--- config.mk ---
export PLATFORM = sky130hd
export DESIGN_NAME = traffic_sensor_cond
export DESIGN_NICKNAME = d
export VERILOG_FILES = /design/src/rtl/traffic_sensor_cond.sv
export SDC_FILE = /design/constraint.sdc
export NUM_CORES = 1
export LEC_CHECK = 0
export CAP_MARGIN = 40
export CORE_MARGIN = 1
export CORE_UTILIZATION = 34
export DETAILED_ROUTE_END_ITERATION = 8
export PLACE_DENSITY = 0.62
export SETUP_SLACK_MARGIN = 0.5
export SYNTH_ARGS = -nofsm -noshare
export SYNTH_HDL_FRONTEND = slang
export SYNTH_SLANG_ARGS = --single-unit
--- constraint.sdc ---
create_clock -name i_clk -period 1.42 [get_ports i_clk]
set_input_delay 0.213 -clock i_clk [delete_from_list [all_inputs] [get_ports i_clk]]
set_output_delay 0.213 -clock i_clk [all_outputs]
set_load 0.01 [all_outputs]
--- src/rtl/traffic_sensor_cond.sv ---
// traffic_sensor_cond: synchronizes and debounces two car sensors and two parade buttons, turns button presses into one-cycle pulses and emits a periodic tick
module traffic_sensor_cond #(
  parameter int DB_CYCLES = 4,
  parameter int TICK_DIV = 10
) (
  input  logic i_clk,
  input  logic i_rstn,
  input  logic i_sensA_raw,
  input  logic i_sensB_raw,
  input  logic i_parade_btn,
  input  logic i_reset_btn,
  output logic o_TA,
  output logic o_TB,
  output logic o_P,
  output logic o_R,
  output logic o_tick
);
  localparam int CW = $clog2(DB_CYCLES + 1);
  localparam int TW = $clog2(TICK_DIV);
  localparam logic [CW-1:0] C_MAX = CW'(DB_CYCLES - 1);
  localparam logic [TW-1:0] T_MAX = TW'(TICK_DIV - 1);
  localparam logic [TW-1:0] T_PRE = TW'(TICK_DIV - 2);
  logic [3:0] raw, s1, s2, d;
  logic [1:0] pd;
  logic [CW-1:0] c [4];
  logic [TW-1:0] t;
  logic rise_p, rise_r;
  assign raw = {i_reset_btn, i_parade_btn, i_sensB_raw, i_sensA_raw};
  assign rise_p = d[2] & ~pd[0];
  assign rise_r = d[3] & ~pd[1];
  always_ff @(posedge i_clk or negedge i_rstn)
    if (!i_rstn) begin
      s1 <= '0;
      s2 <= '0;
      d <= '0;
      pd <= '0;
      t <= '0;
      for (int i = 0; i < 4; i++) c[i] <= '0;
      o_TA <= 1'b0;
      o_TB <= 1'b0;
      o_P <= 1'b0;
      o_R <= 1'b0;
      o_tick <= 1'b0;
    end else begin
      s1 <= raw;
      s2 <= s1;
      for (int i = 0; i < 4; i++)
        if (s2[i] == d[i]) c[i] <= '0;
        else if (c[i] == C_MAX) begin
          d[i] <= s2[i];
          c[i] <= '0;
        end else c[i] <= c[i] + CW'(1);
      pd <= d[3:2];
      o_TA <= d[0];
      o_TB <= d[1];
      o_R <= rise_r;
      o_P <= rise_p & ~rise_r;
      t <= (t == T_MAX) ? '0 : t + TW'(1);
      o_tick <= (t == T_PRE);
    end
endmodule

* Yosys cells after proc, flatten, opt, wreduce, memory -nomap -nowiden
Cells that the tools add are included.
** Storage, ports and cells
- Output and inout port bits :: 5
- Logic and storage cells :: 55
- Register bits :: 35
- Input port bits :: 6
** Cells by class
- Muxes and demuxes :: 9
- Add/sub/neg operators :: 5
- Equal/unequal tests :: 10
- Bitwise gates (word level) :: 10
- Reductions and logical operators :: 4
** Operators by type and width (count)
- $mux W3 :: 8
- $add A3 B1 Y3 const B :: 4
- $eq A3 B2 Y1 const B :: 4
- $eq A4 B4 Y1 const B :: 2
- $reduce_and A2 Y1 :: 4
- $not A1 Y1 :: 7
- $add A4 B1 Y4 const B :: 1
- $eq A1 B1 Y1 :: 4
- $mux W4 :: 1
- $and A1 B1 Y1 :: 3

* Longest topological paths before layout
Gate-level depths: netlist of the first run.
- Depth in word-level cells :: 4
- Gate-level depth with buffers :: 3
- Mapped depth without buffers :: 3

* Least setup slack after synthesis of the first run
Ideal clock, no wire load.
- Path type :: register to register
- Start point :: register c[9] in the netlist's numbering
- End point :: register d[0]
- Buffers on the path :: 0
- Arrival :: 0.972 ns
- Setup slack :: 0.324 ns
- Data required time :: 1.295 ns
- Period minus slack after synthesis :: 1.096 ns
- Stages on the path, launching flop included :: 4
- Library setup time :: 0.125 ns
- Path through :: dfrtp_1 ha_1 nor2b_1 mux2_2
** Between the ends
- Word-level cells in the longest chain between the ends :: 2
** Ends and longest elaborated chain
- start, declared :: line 25 : logic [CW-1:0] c [4];
- start signal, assigned by index :: line 52 : end else c[i] <= c[i] + CW'(1);
- $eq A3 B2 Y1 :: line 49 : else if (c[i] == C_MAX) begin
- $reduce_and A2 Y1 (no line)
- end signal, assigned by index :: line 50 : d[i] <= s2[i];
- end, declared :: line 23 : logic [3:0] raw, s1, s2, d;
No other way between the ends.
A chain may end at the register's enable or synchronous reset.

* Final worst setup path of the first run
- Start point :: register c[0] in the netlist's numbering
- End point :: register d[3]
The elaborated chain is that of the path after synthesis.

==> results of run 1 <==
## metal layers
metal  wire length (µm)  vias to the layer above  global-route usage
li1                   -                      327                   -
met1                821                      354               0.144
met2               1070                       15               0.214
met3                 82                        6              0.0435
met4                 38                        0              0.0667
met5                  0                        -                   0
## worst max path at each step
| stage | start | to | slack [ps] |
|---|---|---|---|
| floorplan | c[6] | d[1] | 360 |
| global placement | c[6] | d[1] | 330 |
| detailed placement | c[3] | d[2] | 310 |
| CTS | c[9] | d[0] | 320 |
| global route | c[6] | d[1] | 260 |
| finish | c[0] | d[3] | 290 |
## stage by stage
stage               hold WS, ps  area, µm²  total power, mW  utilization  instances
floorplan                 -82.6       1250             1.76            -         77
global placement            332       1430             1.96        0.422        134
finish                      245       1800             3.23        0.530        157
global route                233       1800             3.44        0.530        157
CTS                         238       1620             2.92        0.479        152
detailed placement          336       1430             2.00        0.422        134
## cell usage in the layout (no fill, tap or decap), types with 5 or more instances in the layout
cell type,Yosys,layout
dfrtp_1,35,29
buf_4,0,11
nor3b_2,0,6
dfrtp_2,0,6
buf_6,0,6
clkbuf_4,0,5
clkdlybuf4s50_1,0,5
## cell type report
| cell class | instances | area [µm²] | area share |
|---|---|---|---|
| sequential | 35 | 883 | 0.491 |
| multi-input combinational | 40 | 528 | 0.294 |
| timing repair buffer | 26 | 235 | 0.131 |
| tap | 46 | 57.6 | 0.0320 |
| clock buffer | 6 | 51.3 | 0.0285 |
| clock inverter | 2 | 35.0 | 0.0195 |
| inverter | 2 | 7.51 | 0.00418 |
## worst max-delay path, cell delays in order, from the launching register on
cell,delay [ps]
dfrtp_1,370
ha_2,190
nor2b_4,170
mux2_4,310
## logic make-up (layout without fill, tap and decap cells)
kind of cell | Yosys count | in the layout | synth area share
buffers and inverters | 2 | 36 | 0.00616
XOR/XNOR | 5 | 5 | 0.0359
flip-flops | 35 | 35 | 0.719
multiplexers | 5 | 5 | 0.0452
adder cells (fa/ha/maj) | 4 | 4 | 0.0411
AO/OA/AOI/OAI | 2 | 2 | 0.0113
AND/OR/NAND/NOR | 24 | 24 | 0.142
## state kept, by name (all words and copies together) (netlist names)
register,count
s2,4
o_tick,1
o_R,1
o_P,1
s1,4
o_TB,1
d,4
o_TA,1
pd,2
c,12
t,4
## report_power, final
| part | leakage, nW | total [mW] | switching, mW | internal [mW] |
|---|---|---|---|---|
| registers | 0.425 | 1.43 | 0.182 | 1.25 |
| clock network | 0.0482 | 0.732 | 0.316 | 0.416 |
| logic | 0.322 | 1.07 | 0.392 | 0.681 |
| total | 0.795 | 3.23 | 0.890 | 2.34 |
## synthesized netlist by cell type, types with 2 or more instances
master / instances / area, µm²
ha_1: 4 / 50.1
xnor2_1: 5 / 43.8
dfrtp_1: 35 / 876
nor2b_4: 3 / 41.3
mux2_2: 4 / 45.0
nor3b_1: 8 / 60.1
inv_1: 2 / 7.51
nand2_1: 3 / 11.3
nor2b_1: 3 / 18.8
nor3_1: 5 / 25.0
## repair_timing
action / CTS / global route
pin swaps: 2 / 13
endpoints found under the setup margin: 18 / 24
setup buffers: 10 / 5
resized for setup: 31 / 26
hold buffers: 0 / 0
==> reports/metrics.yaml, run 1 <==
global_route:
  grtUsageTotal: 0.127
  grt_pass1_wl_mm: 3.34
  gr-total-overflow: 0
  grt_pass1_vias: 757
  grt_max_degree: 36
  antenna_found_initial: 0
critical_path:
  r2r_start: "c[0]"
  start_kind: "flop"
  required_ps: 1640
  worstReg2RegEnd: "d[3]"
  ff2ff_setup_slack_ps: 290
  path_class: "flop to flop"
  crit_fanout: 2
  end_kind: "flop"
  r2r_cells: 3
  worstPathArrival_ps: 1350
route:
  drtIter0Drc: 2
  wl_mm: 2.02
  antenna_left: 0
  firstDrtPassIters: 2
  dr_total_vias: 702
  avgRoutedWirePerCell_um: 12.8
  drc: 0
  viasPerCell: 4.47
yosys:
  syn_nets: 87
  yosys_warnings: 0
  async_flop_share: 1.00
  synth_seq_area_share: 0.719
  syn_inst: 77
  syn_area_per_cell_um2: 15.8
  ys.flop_type: "dfrtp_1"
  syn_area_um2: 1220
  synthDistinctLibCells: 15
  synth-edff-count: 0
  synth_seq_cells: 35
placement:
  place_congestion: 0.688
  numPortBuffers: 10
  dp_hpwl_mm: 1.09
  dp_slack_ps: 310
floorplan:
  die-area_um2: 3830
  fp.dieW_um: 61.9
  start_util: 0.360
  die_y_um: 61.9
  rows: 21
  design.core.area_um2: 3390
  io_pins: 11
clock_network:
  cts_buffers: 5
  clk_latency_ps: 320
  cts_tree: "built"
  cts_num_sinks: 35
  cts.path.max_buffers: 2
  clkTransAtPathRegs_ps: 100
  cts.htree.levels: 2
  cts-root-buf: "clkbuf_4"
sta:
  fin_crit_ps: 1130
  grt_setup_unrepaired: "true"
  fin_worst_skew_ps: 6.95
  tightest_slew_ps: 302
  fin_setup_tns_ps: 0
  maxSlewHeadroom: 0.797
  max_freq_ghz: 0.888
  maxSlewViolCount: 0
  final-setup-viol-count: 0
  hold_violations: 0
  fin_crit_sh: 0.793
  worst_slack_ps: 293
job:
  drv_cap: 0
hold_path:
  hp-class: "primary input to async pin"
cells_and_area:
  antenna_cells: 0
  area_growth_pct: 47.5
  fillCellCount: 298
  drive_gt1_frac: 0.577
  finalNetCount: 120
pwr:
  cellLeakagePower_nw: 0.795
  power.density_nw_per_um2: 1800
  ir_drop_mv: 1.14
outcome:
  status: "finished clean"
No activity file was read; power rests on OpenSTA's default activity.
==> run 2: changes to the inputs <==
==> constraint.sdc (replaced) <==
create_clock -name i_clk -period 1.1 [get_ports i_clk]
set_input_delay 0.165 -clock i_clk [delete_from_list [all_inputs] [get_ports i_clk]]
set_output_delay 0.165 -clock i_clk [all_outputs]
set_load 0.01 [all_outputs]
==> reports/metrics.yaml, run 2 (synthesis results as in run 1) <==
outcome:
  status: "finished with violations"
  violations: "negative setup slack"
floorplan:
  rows: 21
  io_pins: 11
  design.core.area_um2: 3390
  start_util: 0.360
  die-area_um2: 3830
  die_y_um: 61.9
  fp.dieW_um: 61.9
global_route:
  grt_max_degree: 36
  grt_pass1_wl_mm: 3.28
  grtUsageTotal: 0.130
  antenna_found_initial: 0
  gr-total-overflow: 0
  grt_pass1_vias: 769
critical_path:
  critPathSlowestCell: "dfrtp_1"
  crit_chain: "ha_4, nor2b_4, mux2_4"
  path_class: "flop to flop"
  required_ps: 1320
  end_kind: "flop"
  r2r_cells: 3
  start_kind: "flop"
  crit_fanout: 2
  max_stage_delay_ps: 410
  worstPathArrival_ps: 1370
cells_and_area:
  final_common_cell: "dfrtp_1"
  antenna_cells: 0
  finalInstanceArea_um2: 1810
  finalNetCount: 123
  largest-register: "c"
  drive_gt1_frac: 0.632
  largest_register_ffs: 12
  area_growth_pct: 48.4
  mostFrequentLayoutCells: "dfrtp_1 (31), buf_4 (13), nor3b_2 (7)"
  stdcell_count: 160
sta:
  hold_violations: 0
  final-setup-viol-count: 4
  fin_crit_sh: 1.05
  grt_setup_unrepaired: "true"
  fin_crit_ps: 1150
  worst_slack_ps: -53.2
  fin_worst_skew_ps: 13.6
  maxSlewHeadroom: 0.800
  maxSlewViolCount: 0
  tightest_slew_ps: 299
  max_freq_ghz: 0.867
pwr:
  pwr-share-seq: 0.453
  cellLeakagePower_nw: 0.821
  p_clk_frac: 0.236
  comb_power_share: 0.311
  p_int_mw: 2.95
  p_sw_frac: 0.275
  power.density_nw_per_um2: 2250
  ir_drop_mv: 1.44
  switching_power_mw: 1.12
clock_network:
  cts.htree.levels: 2
  cts.path.max_buffers: 2
  cts-root-buf: "clkbuf_4"
  clkTransAtPathRegs_ps: 110
  cts_tree: "built"
  cts_buffers: 5
  cts_num_sinks: 35
  clk_latency_ps: 340
placement:
  dpl_cell_area_um2: 1480
  dp.cells: 134
  numPortBuffers: 10
  dp_hpwl_mm: 1.09
  place_congestion: 0.637
route:
  firstDrtPassIters: 4
  antenna_left: 0
  viasPerCell: 4.49
  drc: 0
  drtIter0Drc: 13
  avgRoutedWirePerCell_um: 13.0
  dr_total_vias: 719
  wl_mm: 2.08
job:
  drv_cap: 0
hold_path:
  hp-class: "primary input to async pin"
[run 2: cell types whose count changed in the layout (fill, tap and decap cells not counted), moves of 2 or more]
cell and delta:
nor3_2 +3, nor2b_1 -2, dfrtp_1 +2, nand2_2 +3
nor2b_4 +2, dfrtp_2 -2, nor3_4 -3, nand2_1 -3
xnor2_4 -2, buf_4 +2, xnor2_2 +3
[run 2: worst max-delay path: cells and delay by family, from the launching register on]
kind	cells	cell delay [ps]
fa+ha+maj	1	160
flops	1	410
mux	1	300
simple gates	1	160
[run 2: path summary, 6_finish.rpt]
check	start	endpoint	slack, ps
max	c[9]	d[0]	-50
min	i_rstn	c[9]	180
max reg2reg	c[9]	d[0]	-50
min reg2reg	s1[1]	s2[1]	350
max in group asynchronous	i_rstn	d[2]	730
min in group i_clk	i_parade_btn	s1[2]	260
[run 2: layout make-up]
| type | count | area [µm²] |
|---|---|---|
| tap | 46 | 57.6 |
| fill | 277 | 1580 |
| clock inverter | 2 | 35.0 |
| timing repair buffer | 29 | 255 |
| clock buffer | 6 | 51.3 |
| sequential | 35 | 881 |
| multi-input combinational | 40 | 520 |
| inverter | 2 | 7.51 |
[run 2: repair_timing]
action,CTS,global route
setup endpoints to repair,28,29
setup buffers,8,10
hold buffers,0,0
pin swaps,5,10
gates resized for setup,34,16
endpoints found under the hold margin,0,0
[run 2: metrics by stage]
stage	power, mW	hold slack (ps)	TNS, ps	util	worst slack (ps)
floorplan	2.39	-131	0	-	38.2
global placement	2.64	332	0	0.437	10.1
detailed placement	2.69	337	-50.5	0.437	-30.8
CTS	3.79	178	-145	0.491	-45.5
global route	4.29	194	-405	0.533	-97.8
finish	4.07	183	-173	0.533	-53.2
[run 2: power by group through the flow]
stage	Combinational, mW	Sequential, mW	Clock (mW)
6_report	1.27	1.84	0.960
3_3_place_gp	0.820	1.82	0
3_5_place_dp	0.861	1.83	0
4_1_cts	0.990	1.81	0.986
2_1_floorplan	0.551	1.84	0
5_1_grt	1.37	1.88	1.04
[run 2: metal layers]
| metal | vias up | GRT usage | routed length (µm) |
|---|---|---|---|
| li1 | 328 | - | - |
| met1 | 369 | 0.128 | 773 |
| met2 | 18 | 0.226 | 1160 |
| met3 | 4 | 0.0455 | 122 |
| met4 | 0 | 0.0952 | 26 |
| met5 | - | 0 | 0 |
